--- src/rtl/csr_tohost_drain_if.sv ---
// csr_tohost_drain_if: CSR snoop inputs, host drain stream and status outputs of the tohost drain.
interface csr_tohost_drain_if #(
  parameter int DWIDTH = 32,
  parameter int DEPTH = 4,
  parameter int CNT_WIDTH = 8
);
  localparam int OW = $clog2(DEPTH) + 1;
  logic csr_we;
  logic [11:0] csr_addr;
  logic [DWIDTH-1:0] csr_data_in;
  logic out_valid;
  logic out_ready;
  logic [DWIDTH-1:0] out_data;
  logic [OW-1:0] occupancy;
  logic [DWIDTH-1:0] tohost_last;
  logic overflow;
  logic [CNT_WIDTH-1:0] drop_count;
  logic clear_status;
  modport master (
    output csr_we, csr_addr, csr_data_in, out_ready, clear_status,
    input out_valid, out_data, occupancy, tohost_last, overflow, drop_count
  );
  modport slave (
    input csr_we, csr_addr, csr_data_in, out_ready, clear_status,
    output out_valid, out_data, occupancy, tohost_last, overflow, drop_count
  );
endinterface

--- src/rtl/csr_tohost_drain.sv ---
// csr_tohost_drain: captures CSR writes to tohost into a FIFO drained over valid/ready, with
// last-value, sticky overflow and saturating drop-count status.
module csr_tohost_drain #(
  parameter int DWIDTH = 32,
  parameter logic [11:0] TOHOST_ADDR = 12'h51E,
  parameter int DEPTH = 4,
  parameter int CNT_WIDTH = 8
) (
  input logic clk,
  input logic rst,
  csr_tohost_drain_if.slave bus
);
  localparam int AW = $clog2(DEPTH);
  localparam int OW = AW + 1;
  logic [DWIDTH-1:0] mem_q [DEPTH];
  logic [AW-1:0] rd_q, rd_d, wr_q, wr_d;
  logic [OW-1:0] occ_q, occ_d;
  logic [DWIDTH-1:0] last_q, last_d;
  logic ovf_q, ovf_d;
  logic [CNT_WIDTH-1:0] drop_q, drop_d;
  logic match, pop, push, drop;
  always_comb begin
    match = bus.csr_we && (bus.csr_addr == TOHOST_ADDR);
    pop = (occ_q != '0) && bus.out_ready;
    push = match && ((occ_q != OW'(DEPTH)) || pop);
    drop = match && !push;
    rd_d = pop ? rd_q + AW'(1) : rd_q;
    wr_d = push ? wr_q + AW'(1) : wr_q;
    occ_d = occ_q + OW'(push) - OW'(pop);
    last_d = match ? bus.csr_data_in : last_q;
    ovf_d = drop || (ovf_q && !bus.clear_status);
    // a drop in the clear cycle restarts the count at one
    drop_d = drop ? (bus.clear_status ? CNT_WIDTH'(1) : drop_q + CNT_WIDTH'(~&drop_q))
                  : (bus.clear_status ? '0 : drop_q);
  end
  always_ff @(posedge clk or posedge rst) begin
    if (rst) begin
      rd_q <= '0;
      wr_q <= '0;
      occ_q <= '0;
      last_q <= '0;
      ovf_q <= 1'b0;
      drop_q <= '0;
    end else begin
      rd_q <= rd_d;
      wr_q <= wr_d;
      occ_q <= occ_d;
      last_q <= last_d;
      ovf_q <= ovf_d;
      drop_q <= drop_d;
    end
  end
  always_ff @(posedge clk) begin
    if (push) mem_q[wr_q] <= bus.csr_data_in;
  end
  assign bus.out_valid = occ_q != '0;
  assign bus.out_data = (occ_q != '0) ? mem_q[rd_q] : '0;
  assign bus.occupancy = occ_q;
  assign bus.tohost_last = last_q;
  assign bus.overflow = ovf_q;
  assign bus.drop_count = drop_q;
endmodule

--- src/flat_wrapper.sv ---
// flat-port wrapper written by rule: the top's interface ports become plain ports
module csr_tohost_drain_flat 
#(
  parameter int DWIDTH = 32,
  parameter logic [11:0] TOHOST_ADDR = 12'h51E,
  parameter int DEPTH = 4,
  parameter int CNT_WIDTH = 8
)
  (clk, rst, bus_csr_we, bus_csr_addr, bus_csr_data_in, bus_out_ready, bus_clear_status, bus_out_valid, bus_out_data, bus_occupancy, bus_tohost_last, bus_overflow, bus_drop_count);
  csr_tohost_drain_if #(.DWIDTH(DWIDTH), .DEPTH(DEPTH), .CNT_WIDTH(CNT_WIDTH)) bus_i ();
  input logic clk;
  input logic rst;
  input wire logic [$bits(bus_i.csr_we)-1:0] bus_csr_we;
  input wire logic [$bits(bus_i.csr_addr)-1:0] bus_csr_addr;
  input wire logic [$bits(bus_i.csr_data_in)-1:0] bus_csr_data_in;
  input wire logic [$bits(bus_i.out_ready)-1:0] bus_out_ready;
  input wire logic [$bits(bus_i.clear_status)-1:0] bus_clear_status;
  output wire logic [$bits(bus_i.out_valid)-1:0] bus_out_valid;
  output wire logic [$bits(bus_i.out_data)-1:0] bus_out_data;
  output wire logic [$bits(bus_i.occupancy)-1:0] bus_occupancy;
  output wire logic [$bits(bus_i.tohost_last)-1:0] bus_tohost_last;
  output wire logic [$bits(bus_i.overflow)-1:0] bus_overflow;
  output wire logic [$bits(bus_i.drop_count)-1:0] bus_drop_count;
  assign bus_i.csr_we = bus_csr_we;
  assign bus_i.csr_addr = bus_csr_addr;
  assign bus_i.csr_data_in = bus_csr_data_in;
  assign bus_i.out_ready = bus_out_ready;
  assign bus_i.clear_status = bus_clear_status;
  assign bus_out_valid = bus_i.out_valid;
  assign bus_out_data = bus_i.out_data;
  assign bus_occupancy = bus_i.occupancy;
  assign bus_tohost_last = bus_i.tohost_last;
  assign bus_overflow = bus_i.overflow;
  assign bus_drop_count = bus_i.drop_count;
  csr_tohost_drain #(.DWIDTH(DWIDTH), .TOHOST_ADDR(TOHOST_ADDR), .DEPTH(DEPTH), .CNT_WIDTH(CNT_WIDTH)) u_core (.clk(clk), .rst(rst), .bus(bus_i));
endmodule
--- config.mk ---
export PLATFORM = sky130hd
export DESIGN_NAME = csr_tohost_drain_flat
export DESIGN_NICKNAME = d
export VERILOG_FILES = /design/src/rtl/csr_tohost_drain_if.sv /design/src/rtl/csr_tohost_drain.sv /design/src/flat_wrapper.sv
export SDC_FILE = /design/constraint.sdc
export NUM_CORES = 1
export LEC_CHECK = 0
export ABC_CLOCK_PERIOD_IN_PS = 2100
export CORE_MARGIN = 5
export CORE_UTILIZATION = 47
export DETAILED_ROUTE_END_ITERATION = 8
export PLACE_DENSITY = 0.76
export SYNTH_ARGS = -nofsm -noshare
export SYNTH_HDL_FRONTEND = slang
export SYNTH_SLANG_ARGS = --single-unit
--- constraint.sdc ---
create_clock -name clk -period 2.1 [get_ports clk]
set_input_delay 0.315 -clock clk [delete_from_list [all_inputs] [get_ports clk]]
set_output_delay 0.315 -clock clk [all_outputs]
set_load 0.05 [all_outputs]
==> metrics.yaml, run 1 <==
run_status:
  status: "finished, violations left"
  violations: "setup timing"
timing:
  slew_headroom_pct: 64.8
  slew_violations: 0
  post-route-period-util_pct: 106
  worst_slack_ps: -133
  fin_skew_ps: 3.74
  fin_crit_ps: 2230
  hold_viol: 0
  fmax_mhz: 448
  setup_violations: 32
  worst_pin_slew_ps: 526
  fin_hold_ws_ps: 200
  rsz0062_at_grt: "true"
global_routing:
  overflow: 0
  antenna_found_initial: 0
  grt_pass1_vias: 4527
  grt_pass1_wl_um: 23900
  grt_use_total_pct: 17.5
  grt_max_degree: 35
drt:
  wl_um: 14700
  vias: 4154
  first_iter_violations: 263
  first_pass_iters: 5
  viasPerCell: 5.27
  avgRoutedWirePerCell_um: 18.7
  drcViolationCount: 0
  ant_nets: 0
hold_path:
  hold_class: "input pin to asynchronous set/reset pin"
synthesis:
  synth_edf_count: 128
  synth.most_common_cell: "edfxtp_1"
  syn_area_per_cell_um2: 16.0
  yosys_most_used_dff: "edfxtp_1"
  ys.warnings.count: 0
  synth_top_cell_area_share_pct: 55.1
  yosysTopAreaCell: "edfxtp_1"
  synthTopCellsByCount: "edfxtp_1, nand2_1, dfrtp_1, and2_1, mux4_2"
  ys_types: 32
  synth_area_um2: 6970
  yosysSeqAreaShare_pct: 72.3
  syn_inst: 436
  async_reset_ff_share_pct: 27.3
  yosys-top-cells-area: "edfxtp_1, dfrtp_1, mux4_2"
  synth_seq_cells: 176
  syn_nets: 494
cts:
  clk_pin_slew_ps: 60
  cts-htree-levels: 4
  cts_tree: "done"
  cts_buffer_depth: 2
  cts_sinks: 176
  cts_buffers: 17
  hold_buffers: 0
  cts_root_buffer: "clkbuf_16"
  clkLatencyLatePin_ps: 420
placement:
  port_buffers: 125
  place_hpwl_um: 10200
  gp_congestion: 0.768
  placed_area_um2: 8730
critical_path:
  critPathMaxFanout: 18
  crit_type: "register to primary output"
  worstPathCellList: "buf_12 > mux4_2 > and2_4 > buf_6"
  arrival_ps: 1920
  rr_worst_depth: 8
  start_kind: "register"
  slowest_stage: "mux4_2"
  crit_buf_inv: 2
  critPathTopFamily: "multiplexers"
  worst-r2r-setup-slack_ps: 50
  r2r-end: "u_core.bus.occupancy[1]$_DFF_PP0_"
  endpoint_kind: "primary output"
  r2r_start: "u_core.bus.occupancy[2]$_DFF_PP0_"
  cp_slowest_stage_delay_ps: 550
  crit_required_ps: 1780
final_layout:
  fin_area_um2: 9520
  area_growth_pct: 36.5
  antenna_cells: 0
  fillers: 1025
  final_nets: 649
  layout-drive-gt1-share_pct: 28.1
run:
  maxCapViolCount: 0
floorplan:
  start_util_pct: 48.0
  rows: 44
  fp.coreArea_um2: 14500
  pin_count: 126
  die_height_um: 132
  die_w_um: 132
  dieArea_um2: 17400
power:
  ir_worst_vdd_v: 0.000933
  p_leak_nw: 3.65
  power_density_nw_per_um2: 1250
## worst max path at each step
stage / start / depth (start not counted) / to
after global placement: bus_csr_addr[7] / 8 / u_core.bus.occupancy[1]$_DFF_PP0_
after CTS: u_core.rd_q[0]$_DFFE_PP0P_ / 4 / bus_out_data[2]
after global routing: u_core.rd_q[0]$_DFFE_PP0P_ / 4 / bus_out_data[26]
after floorplan: u_core.bus.occupancy[2]$_DFF_PP0_ / 8 / u_core.bus.occupancy[1]$_DFF_PP0_
after detailed placement: bus_csr_addr[7] / 8 / u_core.bus.occupancy[1]$_DFF_PP0_
final: u_core.rd_q[0]$_DFFE_PP0P_ / 4 / bus_out_data[22]
## layout make-up
cell class                 instances  area (um2)  area share, %
timing repair buffer             158        1660           17.4
multi-input combinational        229        1910           20.1
tap                              184         230           2.42
clock inverter                     9         129           1.35
inverter                           9        33.8          0.355
sequential                       176        5050           53.1
clock buffer                      23         499           5.25
## where the power goes
group / leakage [nW] / switching, mW / internal, mW
sequential: 1.79 / 0.0821 / 3.80
clock: 0.304 / 1.23 / 2.03
combinational: 1.55 / 2.67 / 2.13
total: 3.65 / 3.97 / 7.96
## what timing repair did
item / in CTS / in global routing
resized for setup: 37 / 7
setup endpoints to repair: 32 / 108
cloned: 0 / 0
setup buffers: 0 / 3
## stage by stage
step	total power, mW	std cells	util (%)	setup TNS [ps]	setup slack [ps]
after global routing	12.4	788	65.5	-5680	-203
after detailed placement	8.39	753	60.0	-36070	-318
after floorplan	6.88	436	-	-66.7	-66.7
final	11.9	788	65.5	-3250	-133
after global placement	8.35	753	60.0	-30310	-288
after CTS	12.0	785	65.2	-4330	-179
## routing by layer
metal | global-route usage, % | vias to the layer above | part of all wire, %
met2 | 29.9 | 123 | 52
met5 | 0 | - | 0
met4 | 6.34 | 0 | 1.3
met3 | 4.16 | 20 | 4.9
met1 | 22.0 | 2109 | 41
li1 | - | 1902 | -
## cell families after synthesis
kind of cell | Yosys count | share of synthesized area, %
DFF | 176 | 72.3
AOI/OAI and AO/OA | 18 | 1.53
buffers and inverters | 31 | 1.87
xor gates and xnor gates | 5 | 0.628
adders and majority gates | 9 | 1.72
muxes | 32 | 10.3
and+or+nand+nor | 165 | 11.6
## cells in the final DEF, fill, tap and decap left out, types with 6 or more instances in the layout
cell	netlist	layout
clkdlybuf4s50_1	0	91
nand2_1	97	97
dfrtp_1	48	43
buf_4	0	33
inv_1	9	6
and2_1	36	17
and2_4	0	19
edfxtp_1	128	128
buf_6	1	19
buf_12	0	13
o21ai_0	6	6
clkbuf_16	0	18
mux4_2	32	32
## registers in the layout, summed over array words and instances, names as in the netlist
register                cells
u_core.mem_q              128
u_core.wr_q                 2
u_core.rd_q                 2
u_core.bus.overflow         1
u_core.bus.occupancy        3
u_core.bus.drop_count       8
u_core.bus.tohost_last     32
(Power assumes the default switching activity.)
==> inputs of run 2 (changes only) <==
--- a/config.mk
+++ b/config.mk
@@ -5,7 +5,7 @@
 export SDC_FILE = /design/constraint.sdc
 export NUM_CORES = 1
 export LEC_CHECK = 0
-export ABC_CLOCK_PERIOD_IN_PS = 2100
+export CORE_ASPECT_RATIO = 1.4
 export CORE_MARGIN = 5
 export CORE_UTILIZATION = 47
 export DETAILED_ROUTE_END_ITERATION = 8
==> metrics.yaml, run 2 (synthesized netlist as in run 1, its figures left out) <==
run_status:
  status: "finished, violations left"
  violations: "setup timing"
timing:
  slew_violations: 0  # unchanged
  fmax_mhz: 450  # +0.61%
  slew_headroom_pct: 65.0  # +0.22 points
  rsz0062_at_grt: "true"
  fin_crit_ps: 2220  # -13.5 ps
  post-route-period-util_pct: 106  # -0.64 points
  worst_slack_ps: -120  # +13.5 ps
  worst_pin_slew_ps: 523  # -3.25 ps
  hold_viol: 0  # unchanged
  setup_violations: 32  # unchanged
  fin_skew_ps: 7.26  # +3.51 ps
floorplan:
  rows: 52  # +18%
  start_util_pct: 48.1  # +0.083 points
  die_height_um: 154  # +17%
  fp.coreArea_um2: 14500  # -0.17%
  die_w_um: 113  # -14%
  dieArea_um2: 17400  # +0.19%
  pin_count: 126  # unchanged
global_routing:
  grt_use_total_pct: 18.5  # +1.0 points
  overflow: 0  # unchanged
  grt_pass1_vias: 4685  # +3.5%
  grt_pass1_wl_um: 24900  # +4.1%
  grt_max_degree: 34  # -2.9%
  antenna_found_initial: 0  # unchanged
run:
  maxCapViolCount: 0  # unchanged
final_layout:
  antenna_cells: 0  # unchanged
  final_nets: 652  # +0.46%
  fillers: 962  # -6.1%
  final_cell_mix: "edfxtp_1, nand2_1, clkdlybuf4s50_1"
  fin_cells: 796  # +1.0%
  final_core_util_pct: 66.3  # +0.81 points
  max_flop_register: "u_core.mem_q"
  fin_area_um2: 9620  # +1.1%
  layout_commonest_cell: "edfxtp_1"
  layout-drive-gt1-share_pct: 30.3  # +2.2 points
  largest_reg_flops: 128  # unchanged
  area_growth_pct: 38.0
drt:
  wl_um: 15400  # +4.2%
  wl_met3_um: 584  # -19%
  top_layer_used: "met4"
  viasPerCell: 5.26  # -0.15%
  drcViolationCount: 0  # unchanged
  vias: 4190  # +0.87%
  first_pass_iters: 4  # -1
  avgRoutedWirePerCell_um: 19.3  # +3.2%
  first_iter_violations: 251  # -4.6%
  ant_nets: 0  # unchanged
  wl_met1_um: 5990  # -1.9%
  dr_wl_met2_um: 8570  # +11%
critical_path:
  slowest_stage: "mux4_2"
  start_kind: "register"
  worst-r2r-setup-slack_ps: 50  # about the same
  crit_required_ps: 1780  # about the same
  r2r_start: "u_core.bus.occupancy[0]$_DFF_PP0_"
  endpoint_kind: "primary output"
  endpoint: "bus_out_data[31]"
  rr_worst_depth: 8  # unchanged
  arrival_ps: 1900  # -20 ps
  cp_slowest_stage_delay_ps: 540  # about the same
  worstPathCellList: "buf_12 > mux4_2 > and2_4 > buf_6"
  crit_start: "u_core.rd_q[0]$_DFFE_PP0P_"
  crit_type: "register to primary output"
  r2r-end: "u_core.bus.occupancy[1]$_DFF_PP0_"
  critPathMaxFanout: 16  # -2
placement:
  dp_cells: 763  # +1.3%
  placed_area_um2: 8830  # +1.2%
  gp_congestion: 0.750  # -2.3%
  dp_slack_ps: -366  # -48.6 ps
  port_buffers: 125  # unchanged
  place_hpwl_um: 10300  # +1.2%
power:
  p_total_mw: 12.0  # +0.37%
  switching_share_pct: 34.3  # +1.1 points
  p_int_mw: 7.87  # -1.2%
  ir_worst_vdd_v: 0.000854  # -8.4%
  share_comb_of_total_power_pct: 42.4  # +2.2 points
  power_density_nw_per_um2: 1250  # -0.68%
  pwr-share-clk_pct: 25.1  # -2.2 points
  p_switching_mw: 4.11  # +3.6%
  seq_power_share_pct: 32.5  # about the same
  p_leak_nw: 3.68  # +0.98%
cts:
  cts-htree-levels: 4  # unchanged
  cts_sinks: 176  # unchanged
  clkLatencyLatePin_ps: 420  # about the same
  cts_root_buffer: "clkbuf_16"
  cts_buffer_depth: 2  # unchanged
  cts_buffers: 17  # unchanged
  clk_pin_slew_ps: 70  # about the same
  hold_buffers: 0  # unchanged
  cts_tree: "done"
hold_path:
  hold_class: "input pin to asynchronous set/reset pin"
run 2: cell types whose count changed in the layout (fill, tap and decap cells not counted), sizes merged:
cell          change
clkinv            +2
dlygate4sd2       +1
buf               +3
clkbuf            -3
dlymetal6s2s      -1
inv               +2
bufinv            -2
clkinvlp          +1
run 2: final cells by class:
| class | instances | area (um2) | share of cell area, % |
|---|---|---|---|
| Clock buffer | 20 | 457 | 4.75 |
| Clock inverter | 12 | 110 | 1.14 |
| Inverter | 9 | 33.8 | 0.351 |
| Multi-Input combinational cell | 229 | 1940 | 20.2 |
| Sequential cell | 176 | 5050 | 52.5 |
| Tap cell | 189 | 236 | 2.46 |
| Timing Repair Buffer | 161 | 1790 | 18.6 |
run 2: how the worst min path moves through the flow:
stage / startpoint / to / slack [ps]
after CTS: rst / u_core.bus.tohost_last[27]$_DFFE_PP0P_ / 220
after global placement: u_core.bus.tohost_last[15]$_DFFE_PP0P_ / u_core.bus.tohost_last[15]$_DFFE_PP0P_ / 460
after floorplan: bus_csr_data_in[0] / u_core.mem_q[0][0]$_DFFE_PP_ / 410
after global routing: rst / u_core.bus.tohost_last[1]$_DFFE_PP0P_ / 260
after detailed placement: u_core.bus.tohost_last[2]$_DFFE_PP0P_ / u_core.bus.tohost_last[2]$_DFFE_PP0P_ / 460
final: rst / u_core.bus.tohost_last[28]$_DFFE_PP0P_ / 220
run 2: metal layers:
metal  up-vias  track usage (%)
li1       1915                -
met1      2151             22.2
met2       107             33.4
met3        17             3.30
met4         0             6.41
met5         -                0
run 2: power by group through the flow:
stage | Sequential [mW] | Combinational, mW | Clock (mW)
after detailed placement | 3.97 | 4.42 | 0
after global routing | 3.90 | 5.31 | 3.21
after CTS | 3.90 | 5.07 | 3.05
after floorplan | 4.02 | 2.85 | 0
final | 3.90 | 5.08 | 3.01
after global placement | 3.96 | 4.39 | 0
run 2: what timing repair did:
| item | CTS | global route |
|---|---|---|
| setup endpoints to repair | 33 | 37 |
| gates cloned | 0 | 0 |
| resized for setup | 60 | 8 |
| setup buffers | 1 | 0 |
run 2: worst max-delay path, delay by kind of cell, from the launching register on:
family	cells	cell delay, ps
DFF	1	410
and+or+nand+nor	1	180
muxes	1	540
buffers and inverters	2	330
run 2: per-stage QoR:
| step | TNS, ps | hold slack [ps] |
|---|---|---|
| floorplan | -66.7 | 414 |
| global placement | -28020 | 457 |
| detailed placement | -32990 | 464 |
| CTS | -3740 | 221 |
| global route | -4860 | 263 |
| finish | -2730 | 217 |
